--- src/rtl/io_mmio_if.sv ---
// Core-side IO bus between the execute/memory stages and io_mmio.
// The master drives the address and strobes; the slave returns registered read data.
interface io_mmio_if #(
    parameter int ADR_W = 8
);
    logic [ADR_W-1:0] io_adr;
    logic             iowea;
    logic             io_rd;
    logic [31:0]      io_wdata;
    logic [31:0]      io_rdata;

    modport master (
        output io_adr, iowea, io_rd, io_wdata,
        input  io_rdata
    );

    modport slave (
        input  io_adr, iowea, io_rd, io_wdata,
        output io_rdata
    );
endinterface

--- src/rtl/io_mmio.sv ---
// Memory-mapped IO: UART TX holding register, RX FIFO, cycle/instret counters.
// Counters and the 0x18 clear register exist only when IO_COUNTERS_EN is defined.
module io_mmio #(
    parameter int RX_DEPTH = 8,
    parameter int ADR_W    = 8
) (
    input  logic       clk,
    input  logic       rst_n,
    io_mmio_if.slave   bus,
    input  logic       inst_retire,
    output logic [7:0] uart_tx_data,
    output logic       uart_tx_valid,
    input  logic       uart_tx_ready,
    input  logic [7:0] uart_rx_data,
    input  logic       uart_rx_valid,
    output logic       uart_rx_ready
);
    localparam int PW = $clog2(RX_DEPTH);
    localparam logic [PW:0] CNT_FULL = (PW + 1)'(RX_DEPTH);

    localparam logic [ADR_W-1:0] A_STAT = ADR_W'(8'h00);
    localparam logic [ADR_W-1:0] A_RX   = ADR_W'(8'h04);
    localparam logic [ADR_W-1:0] A_TX   = ADR_W'(8'h08);
    localparam logic [ADR_W-1:0] A_CYC  = ADR_W'(8'h10);
    localparam logic [ADR_W-1:0] A_RET  = ADR_W'(8'h14);

    logic [ADR_W-1:0] wadr;
    logic             sel_stat, sel_rx, sel_tx, sel_cyc, sel_ret;
    logic [7:0]       tx_data;
    logic             tx_full;
    logic             tx_load;
    logic [7:0]       rx_mem [RX_DEPTH];
    logic [PW-1:0]    rd_ptr, wr_ptr;
    logic [PW:0]      rx_cnt;
    logic             rx_empty;
    logic             push, pop;
    logic [31:0]      cyc_rd, ret_rd;
    logic [31:0]      rdata_d;
    logic             unused_bits;

    assign wadr     = {bus.io_adr[ADR_W-1:2], 2'b00};
    assign sel_stat = (wadr == A_STAT);
    assign sel_rx   = (wadr == A_RX);
    assign sel_tx   = (wadr == A_TX);
    assign sel_cyc  = (wadr == A_CYC);
    assign sel_ret  = (wadr == A_RET);

    assign rx_empty      = (rx_cnt == '0);
    assign uart_rx_ready = (rx_cnt != CNT_FULL);
    assign push          = uart_rx_valid && uart_rx_ready;
    assign pop           = bus.io_rd && sel_rx && !rx_empty;

    // Full check uses pre-edge tx_full, so a write during the handshake drops
    assign tx_load       = bus.iowea && sel_tx && !tx_full;
    assign uart_tx_valid = tx_full;
    assign uart_tx_data  = tx_data;

    // TX holding register and its full flag
    always_ff @(posedge clk or negedge rst_n) begin
        if (!rst_n) begin
            tx_full <= 1'b0;
            tx_data <= 8'h00;
        end else if (tx_load) begin
            tx_full <= 1'b1;
            tx_data <= bus.io_wdata[7:0];
        end else if (tx_full && uart_tx_ready) begin
            tx_full <= 1'b0;
        end
    end

    // RX FIFO storage; validity is tracked by the pointers and count
    always_ff @(posedge clk) begin
        if (push) rx_mem[wr_ptr] <= uart_rx_data;
    end

    // RX FIFO pointers and occupancy
    always_ff @(posedge clk or negedge rst_n) begin
        if (!rst_n) begin
            rd_ptr <= '0;
            wr_ptr <= '0;
            rx_cnt <= '0;
        end else begin
            if (push) wr_ptr <= wr_ptr + 1'b1;
            if (pop)  rd_ptr <= rd_ptr + 1'b1;
            if (push && !pop)      rx_cnt <= rx_cnt + 1'b1;
            else if (pop && !push) rx_cnt <= rx_cnt - 1'b1;
        end
    end

`ifdef IO_COUNTERS_EN
    localparam logic [ADR_W-1:0] A_CLR = ADR_W'(8'h18);
    logic [31:0] cyc_cnt, ret_cnt;
    logic        cnt_clr;

    assign cnt_clr = bus.iowea && (wadr == A_CLR);

    // Free-running counters; a clear write wins over the increment
    always_ff @(posedge clk or negedge rst_n) begin
        if (!rst_n) begin
            cyc_cnt <= '0;
            ret_cnt <= '0;
        end else if (cnt_clr) begin
            cyc_cnt <= '0;
            ret_cnt <= '0;
        end else begin
            cyc_cnt <= cyc_cnt + 1'b1;
            if (inst_retire) ret_cnt <= ret_cnt + 1'b1;
        end
    end

    assign cyc_rd = cyc_cnt;
    assign ret_rd = ret_cnt;
    assign unused_bits = ^{bus.io_wdata[31:8], bus.io_adr[1:0]};
`else
    assign cyc_rd = '0;
    assign ret_rd = '0;
    assign unused_bits = ^{bus.io_wdata[31:8], bus.io_adr[1:0], inst_retire};
`endif

    // Read mux over pre-edge state
    always_comb begin
        rdata_d = '0;
        unique case (1'b1)
            sel_stat: rdata_d = {30'b0, !rx_empty, !tx_full};
            sel_rx:   rdata_d = rx_empty ? 32'h0 : {24'b0, rx_mem[rd_ptr]};
            sel_cyc:  rdata_d = cyc_rd;
            sel_ret:  rdata_d = ret_rd;
            default:  rdata_d = '0;
        endcase
    end

    // One-cycle registered read data for the memory-stage load mux
    always_ff @(posedge clk or negedge rst_n) begin
        if (!rst_n) bus.io_rdata <= '0;
        else        bus.io_rdata <= rdata_d;
    end
endmodule
--- src/flat_wrapper.sv ---
// flat-port wrapper written by rule: the top's interface ports become plain ports
module io_mmio_flat 
#(
    parameter int RX_DEPTH = 8,
    parameter int ADR_W    = 8
)
  (clk, rst_n, inst_retire, uart_tx_data, uart_tx_valid, uart_tx_ready, uart_rx_data, uart_rx_valid, uart_rx_ready, bus_io_adr, bus_iowea, bus_io_rd, bus_io_wdata, bus_io_rdata);
  io_mmio_if #(.ADR_W(ADR_W)) bus_i ();
  input  logic clk;
  input  logic rst_n;
  input  logic inst_retire;
  output logic [7:0] uart_tx_data;
  output logic uart_tx_valid;
  input  logic uart_tx_ready;
  input  logic [7:0] uart_rx_data;
  input  logic uart_rx_valid;
  output logic uart_rx_ready;
  input wire logic [$bits(bus_i.io_adr)-1:0] bus_io_adr;
  input wire logic [$bits(bus_i.iowea)-1:0] bus_iowea;
  input wire logic [$bits(bus_i.io_rd)-1:0] bus_io_rd;
  input wire logic [$bits(bus_i.io_wdata)-1:0] bus_io_wdata;
  output wire logic [$bits(bus_i.io_rdata)-1:0] bus_io_rdata;
  assign bus_i.io_adr = bus_io_adr;
  assign bus_i.iowea = bus_iowea;
  assign bus_i.io_rd = bus_io_rd;
  assign bus_i.io_wdata = bus_io_wdata;
  assign bus_io_rdata = bus_i.io_rdata;
  io_mmio #(.RX_DEPTH(RX_DEPTH), .ADR_W(ADR_W)) u_core (.clk(clk), .rst_n(rst_n), .bus(bus_i), .inst_retire(inst_retire), .uart_tx_data(uart_tx_data), .uart_tx_valid(uart_tx_valid), .uart_tx_ready(uart_tx_ready), .uart_rx_data(uart_rx_data), .uart_rx_valid(uart_rx_valid), .uart_rx_ready(uart_rx_ready));
endmodule
--- config.mk ---
export PLATFORM = sky130hd
export DESIGN_NAME = io_mmio_flat
export DESIGN_NICKNAME = d
export VERILOG_FILES = /design/src/rtl/io_mmio_if.sv /design/src/rtl/io_mmio.sv /design/src/flat_wrapper.sv
export SDC_FILE = /design/constraint.sdc
export NUM_CORES = 1
export LEC_CHECK = 0
export BUFFER_PORTS_ARGS = -buffer_cell sky130_fd_sc_hd__buf_2
export CAP_MARGIN = 25
export CORE_MARGIN = 8
export CORE_UTILIZATION = 50
export CTS_BUF_LIST = sky130_fd_sc_hd__clkbuf_16
export DETAILED_ROUTE_END_ITERATION = 16
export GPL_TIMING_DRIVEN = 0
export PLACE_DENSITY_LB_ADDON = 0.12
export SLEW_MARGIN = 25
export SYNTH_ARGS = -nofsm -noshare
export SYNTH_HDL_FRONTEND = slang
export SYNTH_SLANG_ARGS = --single-unit
--- constraint.sdc ---
create_clock -name clk -period 3.8 [get_ports clk]
set_input_delay 0.38 -clock clk [delete_from_list [all_inputs] [get_ports clk]]
set_output_delay 0.38 -clock clk [all_outputs]
set_load 0.05 [all_outputs]
* Word level (Yosys, flattened, before mapping) *
Memory sizes are Yosys's and may differ from the RTL's.
Index checks and enable logic that the tools add are counted.

word-level totals
  flip-flop bits (word level) = 51
  memory bits (writable) = 64
  bits of input ports = 55
  memories = 1

memories
  name           depth  width  rd ports  clocked after memory_dff  wr ports  RTL line       text
  u_core.rx_mem  8      8      1         0                         1         io_mmio.sv:32  logic [7:0] rx_mem [RX_DEPTH];

cells by class
  $add $sub $neg = 4
  equality and inequality tests = 3
  muxes and demuxes = 8
  reductions and logical operators = 16

operators by type and width
  cell                   count
  $pmux W32 S2           1
  $logic_and A1 B1 Y1    8
  $logic_not A8 Y1       1
  $mux W4                2
  $mux W8                1
  $add A3 B1 Y3 const B  2
  $eq A6 B1 Y1 const B   1
  $eq A6 B2 Y1 const B   1
  $add A4 B1 Y4 const B  1
  $logic_not A1 Y1       4
  $logic_not A4 Y1       1
  $mux W1                4
  $ne A4 B4 Y1 const B   1
  $reduce_bool A2 Y1     2
  $sub A4 B1 Y4 const B  1

* Depth between registers and ports, before layout *
  word-level depth = 6
  gate-level depth with buffers = 11
  gate-level depth less buffers = 11

* Least setup slack after synthesis *
OpenSTA, ideal clock, no wires.

  path type = in2reg
  from = input port bus_io_adr[5]
  to = register u_core.rx_cnt[3]
  setup time = 136 ps
  arrival = 2770 ps
  setup slack = 894 ps
  stages = 9
  path through = or4_4 nor4b_1 nand2_1 ha_1 inv_1 ha_1 a21o_1 a2111oi_0 o31ai_1

on the way
  cells in the longest elaborated chain, start to end = 6
  elaborated cells on any way between the ends = 8

RTL lines
  element                                               RTL line            text
  start, declared                                       flat_wrapper.sv:18  input wire logic [$bits(bus_i.io_adr)-1:0] bus_io_adr;
  $eq A6 B1 Y1 *                                        io_mmio.sv:43       assign sel_rx = (wadr == A_RX);
  $logic_and A1 B1 Y1 * (2 in a row)                    io_mmio.sv:51       assign pop = bus.io_rd && sel_rx && !rx_empty;
  $logic_not A1 Y1                                      io_mmio.sv:85       if (push && !pop) rx_cnt <= rx_cnt + 1'b1;
  $logic_and A1 B1 Y1                                   io_mmio.sv:85
  $mux W4 / $reduce_bool A2 Y1 (equally long branches)  -
  end signal, assigned                                  io_mmio.sv:85
  end signal, assigned                                  io_mmio.sv:86       else if (pop && !push) rx_cnt <= rx_cnt - 1'b1;
  end, declared                                         io_mmio.sv:34       logic [PW:0] rx_cnt;

Mark *: on every way between the ends. The rest lies on a longest branch, timed or not.
A chain may end at the register's enable or synchronous reset.

* Worst setup path after layout *
Same ends and word-level chain as after synthesis.

==> key figures <==
Global route
  – Initial antenna violation count: 0
  – Gr ovfl total: 0
  – Largest net degree at the start of global routing: 28
  – M1 GR Usage: 0.183
  – GR Layer Usage met2: 0.221
  – GRT Overall Usage: 0.142
  – First-pass GRT wire length: between 10 and 15 mm
  – Met3 Usage GRT: 0.0311
  – Layer with the highest usage: met2
  – Vias in the first global route: 2,055

Setup path
  – CP Cell Sequence: buf_2 > or4_4 > nor4b_1 > nand2_1 > ha_1 > inv_1 > ha_1 > a21o_1 > a2111oi_0 > o31ai_1
  – CP peak stage delay: 0.54 ns
  – Critical Path Start: bus_io_adr[5]
  – Worst R2R Start: u_core.rx_cnt[0]
  – Reg2Reg Setup Slack: 0.82 ns
  – CP max-delay cell: or4_4
  – CP required: 4.00 ns
  – Crit path arrival time: 3.23 ns
  – CP endpoint kind: register
  – Worst-path fanout max: 5
  – Crit Path Category: input pin to register
  – Startpoint types: input pin
  – Most frequent CP cell: ha_1

Die
  – Core Region: 0.00729 mm²
  – Die ar.: 0.0106 mm²
  – Initial core utilization: 0.520
  – Die height: 103 µm
  – IO Pins: 97
  – Number of placement rows: 31
  – Die X: 103 µm

Routing
  – Wire per inst: ~17 µm
  – DRT Pass-1 Iters: 4
  – Remaining antenna violation count: 0
  – Via count: ~2,000
  – Post-DR vias/cell: 4.96
  – Routed WL: 7.06 mm
  – Initial DRC count: 120
  – DRC viols: 0

Layout
  – Register area: 0.00260 mm²
  – Layout Utilization: 0.629
  – Filler Cell Count: about 570
  – Final net count: 366
  – Area grow syn2layout: 21.1%
  – Footprint of the multi-input gates: 0.00107 mm²
  – Commonest non-fill, non-tap cell in the layout: edfxtp_1
  – Commonest cells after routing, fill and taps aside: edfxtp_1, buf_2, buf_4, dfrtp_1, conb_1
  – Ant diodes: 0
  – Layout cells sized above 1: 0.397
  – Finished Cell Area: 0.00459 mm²
  – Non-Filler Instances: 409

Timing
  – Clock skew: 0.00360 ns
  – Worst-margin pin slew: approximately 0.92 ns
  – Max-slew violation count: 0
  – RSZ-0062 raised after global routing: no
  – Setup violations, final: 0
  – Final Hold Viols: 0
  – Relative slew slack: 0.386
  – Fmax: 0.330 GHz
  – Worst setup margin: 0.766 ns
  – Post-Route Setup TNS: 0 ns
  – Final Critical Period: 3.03 ns
  – WHS: 0.0765 ns
  – Final worst-path cycle share: 0.798

CTS
  – Clock Latency Late Sink: ~0.33 ns
  – Post-CTS Resized: 0
  – H-tree Lvls: 3
  – # hold bufs at CTS: 0
  – Post-CTS setup buffer count: 0
  – Clock buffers created by TritonCTS: 9
  – CTS tree: done
  – Clock Sinks: 91
  – Root Buffer: clkbuf_16
  – Clock Tree Buf Depth: 2
  – Reg clk slew, reported paths: roughly 0.060 ns

Job
  – Max-cap check violation count: 0

Yosys
  – Syn Inst Count: 222
  – Mapped cell area: 0.00379 mm²
  – Sequential share of the synthesized area: 0.686
  – Async S/R FF share, synth: 0.297
  – Post-synth top flop: edfxtp_1
  – Post-synth EDFFs: 64
  – Yosys warns: 0
  – Seq cells post-synth: 91
  – Syn Area/Cell: approximately 17 µm²
  – Yosys cell types: 31

Power
  – Lkg Pwr: 1.86 nW
  – PD cells: 631 mW/mm²
  – Max IR drop VDD: 342 µV
  – Final Power: 2.89 mW

Place
  – Dpl cell area: between 0.004 and 0.005 mm²
  – HPWL after DPL: 5.05 mm
  – Dpl cells: between 300 and 400
  – IO Port Bufs: 45
  – Pre-CTS WS: 0.434 ns
  – Placer Congestion: approximately 0.76

Run status
  – Run status: finished, final reports clean

Min path
  – Worst min path class: input pin to async pin
[worst max-delay path: cells and delay by family]
kind / cells / cell delay, ns
adders and majority gates: 2 / 0.56
and+or+nand+nor: 3 / 1.25
AOI/OAI and AO/OA: 3 / 0.77
buffers and inverters: 2 / 0.26
[sequential cells by signal (all words and copies together), names as in the netlist]
name / flops
u_core.rx_mem: 64
u_core.bus.io_rdata: 8
u_core.uart_tx_data: 8
u_core.rx_cnt: 4
u_core.rd_ptr: 3
u_core.wr_ptr: 3
u_core.uart_tx_valid: 1
[area by class of cell]
type                            instances  area share
Buffer                                 31      0.0472
Clock buffer                            9      0.0491
Clock inverter                          7      0.0183
Inverter                                4     0.00327
Multi-Input combinational cell        119       0.234
Sequential cell                        91       0.566
Tap cell                               99      0.0270
Timing Repair Buffer                   49      0.0551
[synthesized netlist by cell type, types with 3 or more instances]
library cell   n  area share
edfxtp_1      64        0.51
dfrtp_1       27        0.18
buf_4         24       0.048
mux4_2        16       0.095
mux2_2        12       0.036
nand2_1       11       0.011
nor2_1        10      0.0099
mux2i_1        8       0.021
nor3_1         8       0.011
ha_1           5       0.017
xnor2_1        5       0.012
inv_1          4      0.0040
clkbuf_1       3      0.0030
o21ai_0        3      0.0040
[cells by family after synthesis]
kind of cell,after synthesis,share of synthesized area
flip-flops,91,0.686
AND/OR/NAND/NOR,38,0.0492
multiplexers,36,0.152
buffers and inverters,35,0.0611
AO/OA/AOI/OAI,9,0.0155
adder cells (fa/ha/maj),6,0.0218
XOR/XNOR,6,0.0139
other,1,0.000990
[power by group]
part	switching, mW	total, mW	internal [mW]	leakage, nW
combinational	0.385	0.665	0.280	0.773
sequential	0.0915	1.32	1.23	0.936
clock	0.341	0.909	0.568	0.153
[metal layers]
metal | part of all wire | routed length [µm]
met3 | 0.078 | 553
met1 | 0.43 | 3000
met2 | 0.48 | 3390
met4 | 0.016 | 112
met5 | 0 | 0
[final timing paths]
path	depth (start not counted)	to
setup / recovery	10	u_core.rx_cnt[3]
hold / removal	1	u_core.uart_tx_data[7]
setup reg to reg	9	u_core.rx_cnt[3]
hold reg to reg	1	u_core.uart_tx_data[0]
max in group asynchronous	1	u_core.wr_ptr[2]
min in group clk	2	u_core.uart_tx_valid
(Power assumes the default switching activity.)
